### config.mk
export PLATFORM = sky130hd
export DESIGN_NAME = ring_dco_cal
export DESIGN_NICKNAME = d
export VERILOG_FILES = /design/src/rtl/ring_dco_pkg.sv /design/src/rtl/ring_dco_edge_sync.sv /design/src/rtl/ring_dco_cal.sv
export SDC_FILE = /design/constraint.sdc
export NUM_CORES = 1
export LEC_CHECK = 0
export BUFFER_PORTS_ARGS = -buffer_cell sky130_fd_sc_hd__buf_2
export CAP_MARGIN = 15
export CELL_PAD_IN_SITES_DETAIL_PLACEMENT = 0
export CELL_PAD_IN_SITES_GLOBAL_PLACEMENT = 2
export CORE_MARGIN = 3
export CORE_UTILIZATION = 32
export CTS_CLUSTER_SIZE = 25
export DETAILED_ROUTE_END_ITERATION = 8
export PLACE_DENSITY = 0.83
export SLEW_MARGIN = 20
export SYNTH_ARGS = -nofsm -noshare
export SYNTH_HDL_FRONTEND = slang
export SYNTH_SLANG_ARGS = --single-unit
### constraint.sdc
create_clock -name clk_ref -period 4.3 [get_ports clk_ref]
set_clock_uncertainty 0.15 [all_clocks]
set_input_delay 0.43 -clock clk_ref [delete_from_list [all_inputs] [get_ports clk_ref]]
set_output_delay 0.43 -clock clk_ref [all_outputs]
set_load 0.01 [all_outputs]
### src/rtl/ring_dco_pkg.sv
// ring_dco_pkg: shared state/phase types and sizing helpers for the ring DCO calibrator
package ring_dco_pkg;

    typedef enum logic [1:0] {IDLE, SETTLE, MEAS, EVAL} state_t;
    typedef enum logic [1:0] {SAR, VERIFY, TRACK} phase_t;

    // bits needed to count 0..n-1
    function automatic int ctr_w(input int n);
        return (n < 2) ? 1 : $clog2(n);
    endfunction

    // bits needed to encode ring lengths 0..max_stages
    function automatic int sel_w(input int max_stages);
        return $clog2(max_stages + 1);
    endfunction

endpackage

### src/rtl/ring_dco_edge_sync.sv
// ring_dco_edge_sync: 2-flop synchronizer plus edge flop, one-cycle pulse on each osc_div rise
// Ports: clk_ref/reset (sync, active-high), osc_div (async in), rise (pulse out)
module ring_dco_edge_sync (
    input  logic clk_ref,
    input  logic reset,
    input  logic osc_div,
    output logic rise
);

    logic [2:0] sync;

    always_ff @(posedge clk_ref) begin
        if (reset) sync <= '0;
        else       sync <= {sync[1:0], osc_div};
    end

    assign rise = sync[1] & ~sync[2];

endmodule

### src/rtl/ring_dco_cal.sv
// ring_dco_cal: SAR calibration and +/-1 LSB drift tracking of the ring DCO tuning code
// Ports: clk_ref/reset (sync, active-high); start, track_en, target, stage_sel_in (control in);
//        osc_div (async divided DCO); code, stage_sel (to DCO); busy, done, lock, meas_count (status)
module ring_dco_cal
    import ring_dco_pkg::*;
#(
    parameter int CODE_W     = 8,
    parameter int CNT_W      = 16,
    parameter int WIN_CYC    = 256,
    parameter int SETTLE_CYC = 16,
    parameter int TOL        = 1,
    parameter int MAX_STAGES = 15,
    parameter int SEL_W      = sel_w(MAX_STAGES)
) (
    input  logic              clk_ref,
    input  logic              reset,
    input  logic              start,
    input  logic              track_en,
    input  logic [CNT_W-1:0]  target,
    input  logic [SEL_W-1:0]  stage_sel_in,
    input  logic              osc_div,
    output logic [CODE_W-1:0] code,
    output logic [SEL_W-1:0]  stage_sel,
    output logic              busy,
    output logic              done,
    output logic              lock,
    output logic [CNT_W-1:0]  meas_count
);

    localparam int TMR_W = ctr_w(WIN_CYC > SETTLE_CYC ? WIN_CYC : SETTLE_CYC);
    localparam int IDX_W = ctr_w(CODE_W);
    localparam logic [TMR_W-1:0]  SET_LAST = TMR_W'(SETTLE_CYC - 1);
    localparam logic [TMR_W-1:0]  WIN_LAST = TMR_W'(WIN_CYC - 1);
    localparam logic [CNT_W:0]    TOL_X    = (CNT_W + 1)'(TOL);
    localparam logic [CODE_W-1:0] CODE_MID = {1'b1, {(CODE_W-1){1'b0}}};

    state_t             state, state_n;
    phase_t             phase, phase_n;
    logic [IDX_W-1:0]   idx, idx_n;
    logic [TMR_W-1:0]   tmr, tmr_n;
    logic [CNT_W-1:0]   cnt, cnt_n, tgt, tgt_n, meas_n;
    logic [CODE_W-1:0]  code_n;
    logic [SEL_W-1:0]   sel_n;
    logic               busy_n, done_n, lock_n, rise, over, under;

    ring_dco_edge_sync u_sync (
        .clk_ref (clk_ref),
        .reset   (reset),
        .osc_div (osc_div),
        .rise    (rise)
    );

    // one extra bit keeps target+TOL and count+TOL from wrapping
    assign over  = {1'b0, cnt} > ({1'b0, tgt} + TOL_X);
    assign under = ({1'b0, cnt} + TOL_X) < {1'b0, tgt};

    always_ff @(posedge clk_ref) begin
        if (reset) begin
            state      <= IDLE;
            phase      <= SAR;
            idx        <= '0;
            tmr        <= '0;
            cnt        <= '0;
            tgt        <= '0;
            code       <= CODE_MID;
            stage_sel  <= '0;
            busy       <= 1'b0;
            done       <= 1'b0;
            lock       <= 1'b0;
            meas_count <= '0;
        end else begin
            state      <= state_n;
            phase      <= phase_n;
            idx        <= idx_n;
            tmr        <= tmr_n;
            cnt        <= cnt_n;
            tgt        <= tgt_n;
            code       <= code_n;
            stage_sel  <= sel_n;
            busy       <= busy_n;
            done       <= done_n;
            lock       <= lock_n;
            meas_count <= meas_n;
        end
    end

    always_comb begin
        state_n = state;
        phase_n = phase;
        idx_n   = idx;
        tmr_n   = tmr + 1'b1;
        cnt_n   = cnt;
        tgt_n   = tgt;
        code_n  = code;
        sel_n   = stage_sel;
        busy_n  = busy;
        done_n  = 1'b0;
        lock_n  = lock;
        meas_n  = meas_count;
        case (state)
            IDLE: if (start) begin
                tgt_n   = target;
                sel_n   = stage_sel_in;
                code_n  = CODE_MID;
                idx_n   = IDX_W'(CODE_W - 1);
                phase_n = SAR;
                tmr_n   = '0;
                busy_n  = 1'b1;
                state_n = SETTLE;
            end
            SETTLE: if (tmr == SET_LAST) begin
                tmr_n   = '0;
                cnt_n   = '0;
                state_n = MEAS;
            end
            MEAS: begin
                cnt_n   = (rise && !(&cnt)) ? cnt + 1'b1 : cnt;
                state_n = (tmr == WIN_LAST) ? EVAL : MEAS;
            end
            EVAL: begin
                meas_n  = cnt;
                lock_n  = !over && !under;
                tmr_n   = '0;
                state_n = SETTLE;
                case (phase)
                    SAR: begin
                        if (cnt > tgt) code_n[idx] = 1'b0;
                        if (idx != '0) begin
                            idx_n = idx - 1'b1;
                            code_n[idx - 1'b1] = 1'b1;
                        end else begin
                            phase_n = VERIFY;
                        end
                    end
                    VERIFY: begin
                        done_n  = 1'b1;
                        phase_n = track_en ? TRACK : VERIFY;
                        state_n = track_en ? SETTLE : IDLE;
                        busy_n  = track_en;
                    end
                    default: begin
                        code_n  = (over && code != '0) ? code - 1'b1 :
                                  (under && !(&code)) ? code + 1'b1 : code;
                        state_n = track_en ? SETTLE : IDLE;
                        busy_n  = track_en;
                    end
                endcase
            end
            default: state_n = IDLE;
        endcase
    end

endmodule
==> run_results.csv <==
group,metric,value,unit
synth,synth-edff-count,0,
setup_path,r2r_setup_slack,-0.23,ns
clock_network,postCtsHoldBufs,0,
sta,max_slew_margin,29.8,%
clock_network,clk_latency,0.35,ns
placement,hpwlAfterDp,11.6,mm
setup_path,cp_data_required_time,4.42,ns
setup_path,worstPathMaxFanout,5,
synth,synth_top_area_share,30.0,%
floorplanning,ios,56,
global_route,grt_max_degree,50,
detailed_routing,via_count,5116,
setup_path,reg2reg_depth,23,
sta,period_share,105,%
sta,hold_viol,0,
detailed_routing,ant_nets,0,
pwr,clockPowerShare,28.8,%
floorplanning,die_y,136,um
clock_network,htree_num_levels,3,
setup_path,worstPathArrival,4.65,ns
floorplanning,core_area,16200,um^2
detailed_routing,dr.pass1.iters,4,
synth,yosysWarnings,0,
setup_path,path_class,"register to register",
clock_network,cts_sinks,81,
final_layout,drive_gt1_share,21.5,%
final_layout,n_antenna_cell,0,
floorplanning,die_w,136,um
synth,synthArstFlopShare,0,%
pwr,p_total,3.06,mW
clock_network,clock_path_buffers,2,
sta,holdWs,0.152,ns
synth,synth_nets,763,
min_path,min_path_type,"primary input to register",
pwr,sw_frac_of_total,40.7,%
setup_path,worstReg2RegEnd,"code[6]",
synth,syn-cell-area,5410,um^2
synth,ys_ff_latch,81,
flow_run,maxCapViolations,0,
synth,synth_area_leaders,"dfxtp_1, ha_1, nand2_1, a21oi_1, xnor2_1",
floorplanning,start_util,33.3,%
synth,avgSynthCellArea,8.02,um^2
global_route,antenna_found_initial,0,
sta,period_needed,4.53,ns
pwr,power_leakage,2.81,nW
clock_network,clockRootBuffer,"clkbuf_16",
global_route,grt_remaining_overflow,0,
min_path,min_from,"osc_div",
final_layout,area_growth,24.4,%
global_route,grt_pass1_vias,5012,
floorplanning,die_area,18500,um^2
min_path,hold_depth,2,
setup_path,cp-end-kind,"register",
setup_path,reg2reg_from,"tgt[4]",
detailed_routing,wire_per_inst,15.6,um
sta,drv_slew,0,
synth,synth_top_area_cell,"dfxtp_1",
run_status,status,"complete, but fails checks",
min_path,hold_path_end,"u_sync.sync[0]",
floorplanning,rows,46,
sta,fin_ws,-0.229,ns
run_status,violations,"negative setup slack",
pwr,p_sw,1.25,mW
setup_path,worstSetupStartpointType,"register",
placement,portBuffers,55,
placement,gp_congestion,0.879,
synth,synthCells,674,
detailed_routing,drt_iter0_markers,198,
synth,yosys_most_used_dff,"dfxtp_1",
synth,ys_seq_area_share,30.0,%
final_layout,fillers,1698,
clock_network,cts_tree,"done",
global_route,grt_pass1_wl,25.0,mm
sta,rsz0062_at_grt,"yes",
final_layout,fin_nets,851,
pwr,ir_worst_vdd,0.000199,V
pwr,cellPowerDensity,455,nW/um^2
detailed_routing,drt_wl_total,15.4,mm
clock_network,path_clk_slew,0.07,ns
detailed_routing,routed_via_density,5.20,
sta,finalSetupViolCount,4,
sta,worst_pin_slew,1.05,ns
global_route,grt.total_usage,17.0,%
pwr,seq_power_share,30.5,%
synth,yosysUniqueCellTypes,57,
detailed_routing,drc,0,
clock_network,cts_made_buffers,9,
pwr,internal_power,1.81,mW
pwr,combPwrFrac,40.7,%
sta,timing.fmax,0.221,GHz
final cells by class:
class	count	area (um^2)	share of cell area, %
Multi-Input combinational cell	532	3690	54.9
Sequential cell	81	1630	24.3
Timing Repair Buffer	107	677	10.1
Tap cell	216	270	4.02
Clock buffer	9	225	3.35
Inverter	31	118	1.75
Clock inverter	7	111	1.66
layer usage:
| layer | track usage (%) | wire (um) | up-vias |
|---|---|---|---|
| met5 | 0 | 0 | - |
| met4 | 4.82 | 242 | 0 |
| met3 | 3.37 | 694 | 14 |
| met2 | 28.7 | 7250 | 116 |
| met1 | 22.0 | 7180 | 2393 |
| li1 | - | - | 2593 |
sequential cells by signal, summed over array words and instances, names as in the netlist, 2 cells and up:
name,flops
cnt,16
code,8
idx,3
meas_count,16
phase,2
stage_sel,4
state,2
tgt,16
tmr,8
u_sync.sync,3
worst max-delay path by stage:
stage,from,to,slack [ns],cells past startpoint
floorplan,tgt[1],code[7],-0.01,20
global placement,tgt[1],code[7],-0.11,21
detailed placement,tgt[1],code[6],-0.31,22
CTS,tgt[2],code[7],-0.23,20
global route,tgt[4],code[6],-0.52,23
finish,tgt[4],code[6],-0.23,23
Yosys cell counts (2+ instances only):
| library cell | n |
|---|---|
| o21a_1 | 2 |
| a22oi_1 | 2 |
| a22o_1 | 2 |
| nand4_2 | 2 |
| a21oi_1 | 65 |
| or4_1 | 5 |
| a31o_2 | 2 |
| a31oi_1 | 12 |
| o2111ai_1 | 2 |
| nor2b_1 | 5 |
| nand3b_1 | 2 |
| nor2_1 | 63 |
| nand3_1 | 28 |
| nor3_1 | 17 |
| xnor2_1 | 28 |
| clkbuf_1 | 30 |
| nand2b_1 | 7 |
| a21o_1 | 9 |
| nor4_1 | 7 |
| or2_2 | 2 |
| ha_1 | 63 |
| o21ai_1 | 2 |
| and3_1 | 7 |
| mux2i_1 | 17 |
| a211oi_1 | 10 |
| inv_1 | 29 |
| o21bai_1 | 2 |
| o31ai_1 | 2 |
| nand2_1 | 89 |
| o21ai_0 | 24 |
| clkinv_1 | 2 |
| and4_1 | 2 |
| dfxtp_1 | 81 |
| and2_1 | 2 |
| nand4_1 | 11 |
| a21boi_0 | 3 |
| a221oi_1 | 2 |
| xor2_1 | 11 |
| o211ai_1 | 3 |
| o41ai_1 | 3 |
per-stage QoR:
stage                     cell area, um^2  instances  util (%)  setup slack (ns)  TNS (ns)
after global placement               6200        954      38.2            -0.105    -0.160
after detailed placement             6200        954      38.2            -0.306    -0.758
after global routing                 6730        983      41.5            -0.525     -2.31
after CTS                            6610        976      40.7            -0.228    -0.296
after floorplan                      5470        674         -           -0.0108   -0.0108
final                                6730        983      41.5            -0.229    -0.599
what timing repair did:
action                     in CTS  in global routing
buffers inserted                6                  8
gates resized for setup         8                 16
setup endpoints to repair       4                  6
pin swaps                       3                 13
critical path, cell delays in order, from the launching register on:
cell and delay, ns:
dfxtp_2 0.35, nand3_4 0.11, nor4_4 0.32, buf_4 0.18, nand2_2 0.06, xnor2_1 0.13
ha_1 0.29, nand4_1 0.14, nor3_2 0.17, a22o_1 0.21, a31oi_4 0.06, a21boi_4 0.18
buf_6 0.14, buf_6 0.12, buf_4 0.13, fa_2 0.38, a21oi_2 0.19, o21ai_1 0.07
a21oi_1 0.19, xor2_1 0.09, nand2_1 0.09, nand2_1 0.05, or4_1 0.52, a21oi_1 0.14
power groups by stage:
stage	registers [mW]	logic [mW]	clock network [mW]
2_1_floorplan	0.923	0.857	0
3_3_place_gp	0.938	1.19	0
6_report	0.934	1.24	0.882
3_5_place_dp	0.943	1.21	0
4_1_cts	0.932	1.22	0.912
5_1_grt	0.950	1.39	0.936
logic make-up after synthesis:
family                   Yosys count  synth area share (%)
XOR/XNOR                          40                  6.73
buffers and inverters             61                  4.24
multiplexers                      17                  3.15
AO/OA/AOI/OAI                    159                  19.0
adder cells (fa/ha/maj)           64                  15.0
AND/OR/NAND/NOR                  252                  22.0
flip-flops                        81                  30.0
placed cells by master (no fill, tap or decap), types with 3 or more instances in the layout:
master     count
a211oi_1       9
a21boi_0       3
a21o_1         9
a21oi_1       61
a21oi_2        4
a31oi_1       11
and3_1         7
buf_2         55
buf_4         49
buf_6          3
clkbuf_16      9
dfxtp_1       73
dfxtp_2        7
ha_1          61
inv_1         29
inv_8          3
mux2i_1       17
nand2_1       86
nand2_2        3
nand2b_1       7
nand3_1       27
nand4_1       11
nor2_1        61
nor2b_1        5
nor3_1        15
nor3_2         3
nor4_1         6
o211ai_1       3
o21ai_0       23
o21ai_1        3
or4_1          5
xnor2_1       28
xor2_1        11
(Power assumes the default switching activity.)
